`src/rtl/register_pipe.sv`:
```
// register_pipe: elastic DEPTH-stage register pipeline with valid/ready handshake, flush and bubble collapse.
// Define REGISTER_PIPE_OCCUPANCY_EN to add the registered occupancy counter port.
`timescale 1ns/1ps
module register_pipe #(
   parameter int unsigned           DATA_WIDTH  = 16,
   parameter int unsigned           DEPTH       = 4,
   parameter logic [DATA_WIDTH-1:0] RESET_VALUE = {DATA_WIDTH{1'b0}}
) (
   input  logic                  clk,
   input  logic                  rstn,
   input  logic                  flush,
   input  logic                  in_valid,
   output logic                  in_ready,
   input  logic [DATA_WIDTH-1:0] in_data,
   output logic                  out_valid,
   input  logic                  out_ready,
   output logic [DATA_WIDTH-1:0] out_data
`ifdef REGISTER_PIPE_OCCUPANCY_EN
   ,
   output logic [$clog2(DEPTH+1)-1:0] occupancy
`endif
);

   logic [DEPTH-1:0]      r_v;
   logic [DATA_WIDTH-1:0] r_d [DEPTH];
   logic [DEPTH:0]        w_rdy;
   logic [DEPTH-1:0]      w_src_v;
   logic [DATA_WIDTH-1:0] w_src_d [DEPTH];

   // A stage can take a word if it is empty or everything ahead of it can move,
   // computed as a running OR from the output side to keep the chain acyclic.
   always_comb begin
      logic w_acc;
      w_acc        = out_ready;
      w_rdy        = '0;
      w_rdy[DEPTH] = out_ready;
      for (int i = DEPTH - 1; i >= 0; i--) begin
         w_acc    = w_acc | ~r_v[i];
         w_rdy[i] = w_acc;
      end
   end

   always_comb begin
      w_src_v = '0;
      for (int i = 0; i < DEPTH; i++) begin
         w_src_d[i] = in_data;
      end
      w_src_v[0] = in_valid & ~flush;
      for (int i = 1; i < DEPTH; i++) begin
         w_src_v[i] = r_v[i-1];
         w_src_d[i] = r_d[i-1];
      end
   end

   assign in_ready  = w_rdy[0] & ~flush;
   assign out_valid = r_v[DEPTH-1];
   assign out_data  = r_d[DEPTH-1];

   // Data only loads when a valid word arrives, so stalled or drained stages keep their contents.
   always_ff @(posedge clk or posedge rstn) begin
      if (rstn) begin
         r_v <= '0;
         for (int i = 0; i < DEPTH; i++) begin
            r_d[i] <= RESET_VALUE;
         end
      end else if (flush) begin
         r_v <= '0;
      end else begin
         for (int i = 0; i < DEPTH; i++) begin
            if (w_rdy[i]) begin
               r_v[i] <= w_src_v[i];
               if (w_src_v[i]) begin
                  r_d[i] <= w_src_d[i];
               end
            end
         end
      end
   end

`ifdef REGISTER_PIPE_OCCUPANCY_EN
   localparam int unsigned OCC_W = $clog2(DEPTH + 1);

   logic [OCC_W-1:0] r_occ;
   logic             w_in_fire;
   logic             w_out_fire;

   assign w_in_fire  = in_valid & in_ready;
   assign w_out_fire = out_valid & out_ready;

   always_ff @(posedge clk or posedge rstn) begin
      if (rstn) begin
         r_occ <= '0;
      end else if (flush) begin
         r_occ <= '0;
      end else if (w_in_fire && !w_out_fire) begin
         r_occ <= r_occ + 1'b1;
      end else if (!w_in_fire && w_out_fire) begin
         r_occ <= r_occ - 1'b1;
      end
   end

   assign occupancy = r_occ;
`endif

endmodule

```
`config.mk`:
```
export PLATFORM = sky130hd
export DESIGN_NAME = register_pipe
export DESIGN_NICKNAME = d
export VERILOG_FILES = /design/src/rtl/register_pipe.sv
export SDC_FILE = /design/constraint.sdc
export NUM_CORES = 1
export LEC_CHECK = 0
export ABC_CLOCK_PERIOD_IN_PS = 2000
export CELL_PAD_IN_SITES_DETAIL_PLACEMENT = 0
export CELL_PAD_IN_SITES_GLOBAL_PLACEMENT = 2
export CORE_AREA = 2 2 92 94
export DETAILED_ROUTE_END_ITERATION = 7
export DIE_AREA = 0 0 94 96
export PLACE_DENSITY_LB_ADDON = 0.2
export SETUP_SLACK_MARGIN = 0.05
export SLEW_MARGIN = 10
export SYNTH_ARGS = -nofsm -noshare
export SYNTH_HDL_FRONTEND = slang
export SYNTH_SLANG_ARGS = --single-unit
```
`constraint.sdc`:
```
create_clock -name clk -period 2 [get_ports clk]
set_input_delay 0.3 -clock clk [delete_from_list [all_inputs] [get_ports clk]]
set_output_delay 0.3 -clock clk [all_outputs]
set_load 0.02 [all_outputs]
```
==> impl.org <==
** Clock network
- Worst-case clock buffer depth :: 2
- Clock Sink Count :: 68
- In this run, CTS created clock tree buffers numbering 9.
- Buffers added to address setup during post-CTS repair amount to 0.
- CTS H-Tree Depth :: 3
- The root buffer cell chosen for the clock tree is clkbuf_8.
- TritonCTS built the clock tree.
- Clk pin slew, worst setup/hold paths :: 0.06 ns
- Post-cts hold buffer count :: 0
- Total of cells resized after clock tree synthesis :: 1
- Clk Latency, worst-skew pair :: 0.33 ns

** Die
- In this run the standard cell core region covers 8050 sq um.
- During I/O placement, the number of pins put on the boundary was 39.
- The die is 96 um tall.
- The die covers 9020 sq um.
- The floorplan step set the die width to 94 um.
- Cell Rows :: 33
- Once the floorplan was initialized, standard cells occupied 34.2% of the core.

** Critical path
- Across all register-to-register paths, the minimum setup slack is 0.34 ns.
- The endpoint identified for the worst register-to-register timing path is r_d[35]$_DFFE_PP0P_.
- Critical Setup Path Class :: flop to output pin
- The number of cells on the worst reg-to-reg path is 4.
- The worst setup path is launched from a flop.
- Data arrives at the worst endpoint at 1.48 ns.
- Data required time of the critical path :: 1.70 ns
- Along the worst path, the maximum fanout reaches 5.
- The worst setup path is captured at an output pin.
- Reg-to-Reg Start :: r_v[2]$_DFFE_PP0P_

** Routing
- Detailed Route Iter0 Violations :: 60
- In this run the remaining antenna-violating nets after routing total 0.
- The pre-antenna-repair detailed-routing pass consisted of 4 iterations.
- After detailed routing, the number of remaining DRC violations is 0.
- Routed via count divided by cell count :: 4.39
- In the final routed layout, each cell accounts on average for 14.0 um.
- The routed layout has 1386 vias.
- For this block, the routed nets add up to 4430 um of wire.

** Finish
- In the final layout, the multi-input gates occupy 865 sq um.
- Ratio of cells with drive above 1 in the final layout :: 42.2%
- Count of filler cells inserted in the layout :: 745
- 0 antenna diodes ended up in the layout.
- Area taken by flip-flops and latches :: 1700 sq um
- Relative to the synthesized area, the layout overhead comes to 24.7%.
- Design Area, Final :: 3430 sq um
- Number of nets in the layout :: 227

** Job
- Max-capacitance violation count :: 0

** Logic synthesis
- Mean cell area of the mapped netlist :: 15.8 sq um
- Count of different cell masters after synthesis :: 17
- Summing every instance area after synthesis gives 2760 sq um.
- Async SR Flop Fraction :: 100%
- The biggest area contributor in the post-synthesis netlist is dfrtp_1.
- Counting flops and latches in the post-synthesis netlist gives 68.
- Sequential cell area fraction in the yosys report :: 61.8%
- By area the synthesized netlist is led by dfrtp_1 62%, mux2_2 22%, mux2_4 5.4%.
- Synthesized Nets :: 195
- Yosys top cell area share :: 61.8%
- Top cells by instance count after synthesis :: 68 x dfrtp_1, 54 x mux2_2, 16 x buf_4
- For this run, the number of Yosys warnings is 0.
- Count of mapped cells out of synthesis :: 174
- In the synthesized netlist the dominant register cell turns out to be dfrtp_1.
- Top-count cell post-synth :: dfrtp_1
- Number of enable flip-flop cells after synthesis :: 0

** Placement
- DPL Wire Length :: 2860 um
- The congestion estimate from routability-driven global placement came to 0.664.
- Area after detailed placement :: 3200 sq um
- Port buffering added 38 buffers.

** STA
- Adding up every negative setup slack in the final design gives 0 ns.
- Final setup fails :: 0
- Dividing the final minimum period by the clock period gives 88.9%.
- Max Clock Freq :: 0.562 GHz
- In this run the tightest slew margin relative to its limit is 72.5%.
- Worst Max-Slew Pin Slew :: 0.412 ns
- Setup repair after global routing missed its margin :: false
- Period minus WS final :: 1.78 ns
- Clock skew on the completed layout was measured at 0.00475 ns.
- The total count of hold-check failures in the final report was 0.
- The number of max-slew violations in the final report was 0.

** Global route
- Overflow left after global routing :: 0
- Vias in the first global route :: 1516
- The number of antenna violations at the first check in global routing is 0.
- Global-route usage over all layers :: 11.4%
- Maximum number of pins on one net before global-route repair :: 69
- First-pass GRT wire length :: 7550 um

** Outcome
- The flow ran to the end, and the final reports show no timing, DRC or antenna violations.

** Pwr
- In this run the static leakage power is 0.00152 uW.
- Maximum ir drop on the vdd rail :: 0.413 mV
- Dividing total power by cell area gives a power density of 1220 nW/um^2.

** Worst hold path
- In this run the worst hold path is classified as input pin to async pin.
worst max path at each step:
stage	from	endpoint	slack, ns
floorplan	r_v[3]$_DFFE_PP0P_	r_d[32]$_DFFE_PP0P_	0.19
global placement	out_ready	in_ready	-0.05
CTS	r_v[2]$_DFFE_PP0P_	in_ready	0.19
finish	r_v[2]$_DFFE_PP0P_	in_ready	0.22
global route	r_v[2]$_DFFE_PP0P_	in_ready	0.13
detailed placement	out_ready	in_ready	-0.05
cell usage in the layout, fill, tap and decap left out, drive strengths merged:
cell / count
mux2: 64
bufinv: 3
or3b: 1
a21oi: 4
nand2b: 1
and4b: 1
dlygate4sd2: 1
clkinvlp: 1
buf: 7
a211o: 1
clkdlybuf4s50: 37
nor3b: 1
inv: 1
nor2b: 1
dfrtp: 68
clkinv: 2
clkbuf: 11
nor2: 6
metrics by stage:
| stage | hold slack (ns) | instances | worst slack, ns | utilization (%) | power (uW) |
|---|---|---|---|---|---|
| after CTS | 0.432 | 316 | 0.193 | 42.7 | 4270 |
| after floorplan | 0.427 | 174 | 0.192 | - | 2700 |
| after detailed placement | 0.488 | 300 | -0.0519 | 39.8 | 2950 |
| final | 0.427 | 316 | 0.222 | 42.7 | 4190 |
| after global routing | 0.466 | 316 | 0.131 | 42.7 | 4440 |
| after global placement | 0.484 | 300 | -0.0463 | 39.8 | 2900 |
metal layers:
layer	vias up	routed length (um)	GRT usage (%)
li1	646	-	-
met1	708	1900	13.3
met2	27	2280	18.8
met3	5	165	4.31
met4	0	80	5.07
met5	-	0	0
worst max-delay path, stage by stage, from the launching register on:
cell and delay (ns):
dfrtp_1 0.43, and4b_1 0.24, a21oi_1 0.15, dlygate4sd2_1 0.34
power by group:
part           leakage, uW  internal [uW]  total (uW)  switching, uW
Sequential        0.000835           1770        1960            192
Clock             0.000117            825        1290            469
Combinational     0.000564            581         929            348
final cells by class:
class / count / area share (%)
inverters: 2 / 0.328
multi-input cells: 80 / 25.2
flip-flops and latches: 68 / 49.5
well taps: 105 / 3.83
clock buffers: 11 / 3.83
clock inverters: 5 / 2.91
repair buffers: 45 / 14.4
kinds of logic (layout without fill, tap and decap cells):
| kind of cell | count (synthesis) | count (layout) | share of synthesized area, % |
|---|---|---|---|
| mux | 64 | 64 | 27.5 |
| buf+inv | 26 | 63 | 7.08 |
| compound gates | 5 | 5 | 1.23 |
| flops | 68 | 68 | 61.8 |
| simple gates | 11 | 11 | 2.41 |
flip-flops by register name, summed over array words and instances, names as in the netlist:
register and cells:
r_d 48, out_data 16, r_v 4
Note: power is estimated with default switching activity, not from simulation.
==> patch 1 (same flow settings) <==
`DEPTH`: 4 -> 8.
--- a/src/rtl/register_pipe.sv
+++ b/src/rtl/register_pipe.sv
@@ -4,5 +4,5 @@
 module register_pipe #(
    parameter int unsigned           DATA_WIDTH  = 16,
-   parameter int unsigned           DEPTH       = 4,
+   parameter int unsigned           DEPTH       = 8,
    parameter logic [DATA_WIDTH-1:0] RESET_VALUE = {DATA_WIDTH{1'b0}}
 ) (
Formal check against the unedited RTL: not equivalent (Yosys sat finds a counterexample within 10 cycles, from zero or initial values and one cycle with rstn high).
==> patch 1 against the unedited design <==
Synthesized area increased by 99%; the run now fails in global placement.
==> patch 1: results (changes against the unedited design) <==
status: "stopped before the end"  # was finished, final reports clean
lastStage: "global placement"
tool.error: "[ERROR FLW-0024] Place density exceeds 1.0 (current PLACE_DENSITY_LB_ADDON =  0.2). Please check if the value of  PLACE_DENSITY_LB_ADDON is between 0 and 0.99."
syn_area_um2: 5480  # was 2760 um2
synthAdderAreaFrac: 0  # unchanged
synth_mux_area_frac: 0.283  # was 0.275
ys_warn_count: 0  # unchanged
port_buffers: 38  # unchanged
synth_xor_area_frac: 0  # unchanged
synth_nets: 356  # was 195
synthFlopType: "dfrtp_1"  # unchanged
ys_seq_elements: 136  # was 68
ys_types: 25  # was 17
netlist_top_cells_count: "dfrtp_1 (136), mux2_2 (95), mux2_4 (30)"  # was dfrtp_1 (68), mux2_2 (54), buf_4 (16)
synth_compound_area_frac: 0.0226  # was 0.0123
yosys-top-cells-area: "dfrtp_1 (62%), mux2_2 (20%), mux2_4 (8.2%)"  # was dfrtp_1 (62%), mux2_2 (22%), mux2_4 (5.4%)
async_flop_share: 1.00  # unchanged
seq_area_frac_synth: 0.621  # was 0.618
synth.avg_cell_area_um2: 16.4  # was 15.8 um2
patch 1: cell count changes after synthesis, moves of 4 or more:
| cell | unedited run | this run |
|---|---|---|
| inv_1 | 2 | 6 |
| mux2_2 | 54 | 95 |
| dfrtp_1 | 68 | 136 |
| buf_6 | 2 | 8 |
| mux2_4 | 10 | 30 |
patch 1: kinds of logic after synthesis:
group,Yosys count
AOI/OAI and AO/OA,14
DFF,136
and+or+nand+nor,17
buffers and inverters,40
muxes,128
==> patch 2 (same settings) <==
Made on the original files. The option `REGISTER_PIPE_OCCUPANCY_EN` is turned on by a define.
--- a/src/rtl/register_pipe.sv
+++ b/src/rtl/register_pipe.sv
@@ -2,4 +2,6 @@
 // Define REGISTER_PIPE_OCCUPANCY_EN to add the registered occupancy counter port.
 `timescale 1ns/1ps
+`define REGISTER_PIPE_OCCUPANCY_EN
+
 module register_pipe #(
    parameter int unsigned           DATA_WIDTH  = 16,
Function (old outputs only; new: occupancy): kept (Yosys induction, for registers that start in step).
==> patch 2 against the unedited design <==
Power fell by 2.4%; synthesized area grew 7.4%; routed wire length is 22% higher; count of clock-buffer cells in the layout did not move; sequential power is 5% higher; largest power group unchanged; setup slack worse by 0.19 ns; final area grew 8.1%; sequential cell count increased by 3; maximum frequency decreased by 9.7%.
==> patch 2: results (changes against the unedited design) <==
wl_met3_um: 189  # was 165 um
multi_input_area_share: 0.272  # was 0.252
grt_use_total: 0.134  # was 0.114
ys_types: 31  # was 17
status: "finished, final reports clean"  # unchanged
yosys-top-cells-area: "dfrtp_1 (60%), mux2_2 (21%), mux2_4 (5.1%)"  # was dfrtp_1 (62%), mux2_2 (22%), mux2_4 (5.4%)
gp_congestion: 0.857  # was 0.664
dp_slack_ns: -0.309  # was -0.0519 ns
grt_max_degree: 31  # was 69
synth_nets: 216  # was 195
max_stage_delay_ns: 0.48  # was 0.43 ns
synthCells: 194  # was 174
gr-usage-met3: 0.0298  # was 0.0431
clk_share: 0.0468  # was 0.0674
met2_length_um: 2710  # was 2280 um
cts_resized: 3  # was 1
maxSlewHeadroom: 0.692  # was 0.725
nMultiInputCombCells: 96  # was 80
port_buffers: 41  # was 38
cpLargestDelayFamily: "buffers and inverters"  # was flip-flops
nFillCells: 718  # was 745
routed-via-count: 1613  # was 1,386
dpl-instance-area_um2: 3520  # was 3200 um2
netlist_top_cells_count: "dfrtp_1 (71), mux2_2 (54), buf_4 (17)"  # was dfrtp_1 (68), mux2_2 (54), buf_4 (16)
p_int_uw: 2960  # was 3180 uW
seq_cells: 71  # was 68
num-nets-final: 262  # was 227
final_util: 0.461  # was 0.427
yosysTopAreaCellShare: 0.601  # was 0.618
dp.final_hpwl_um: 3710  # was 2860 um
fin_cells: 350  # was 316
drt_iter0_drc: 27  # was 60
use_met1: 0.165  # was 0.133
leakagePower_uw: 0.00166  # was 0.00152 uW
nonClkBufAreaFrac: 0.162  # was 0.144
drive_gt1_frac: 0.449  # was 0.422
wl_met1_um: 2450  # was 1900 um
crit_path_max_fanout: 16  # was 5
[patch 2: path summary, 6_finish.rpt]
path | startpoint | endpoint | slack [ns]
max in group asynchronous | rstn | r_d[28] | 1.14
max | out_ready | r_d[24] | 0.03
min | rstn | r_d[27] | 0.34
max reg2reg | r_v[2] | r_d[24] | 0.10
min in group clk | r_d[32] | r_d[16] | 0.50
min reg2reg | r_d[32] | r_d[16] | 0.50
[patch 2: power by group through the flow]
stage               logic (uW)  clock network [uW]  registers (uW)
finish                    1030                1010            2050
global route              1100                1120            2110
CTS                       1040                1040            2060
detailed placement        1040                   0            2090
global placement          1010                   0            2060
floorplan                  816                   0            2010
[patch 2: cells by family (layout without fill, tap and decap cells)]
logic type               after synthesis  count (layout)  share of synthesized area
AO/OA/AOI/OAI                          9               9                     0.0245
XOR/XNOR                               1               1                    0.00296
adder cells (fa/ha/maj)                1               1                    0.00677
buffers and inverters                 27              78                     0.0673
flip-flops                            71              71                      0.601
multiplexers                          64              64                      0.256
AND/OR/NAND/NOR                       21              21                     0.0415
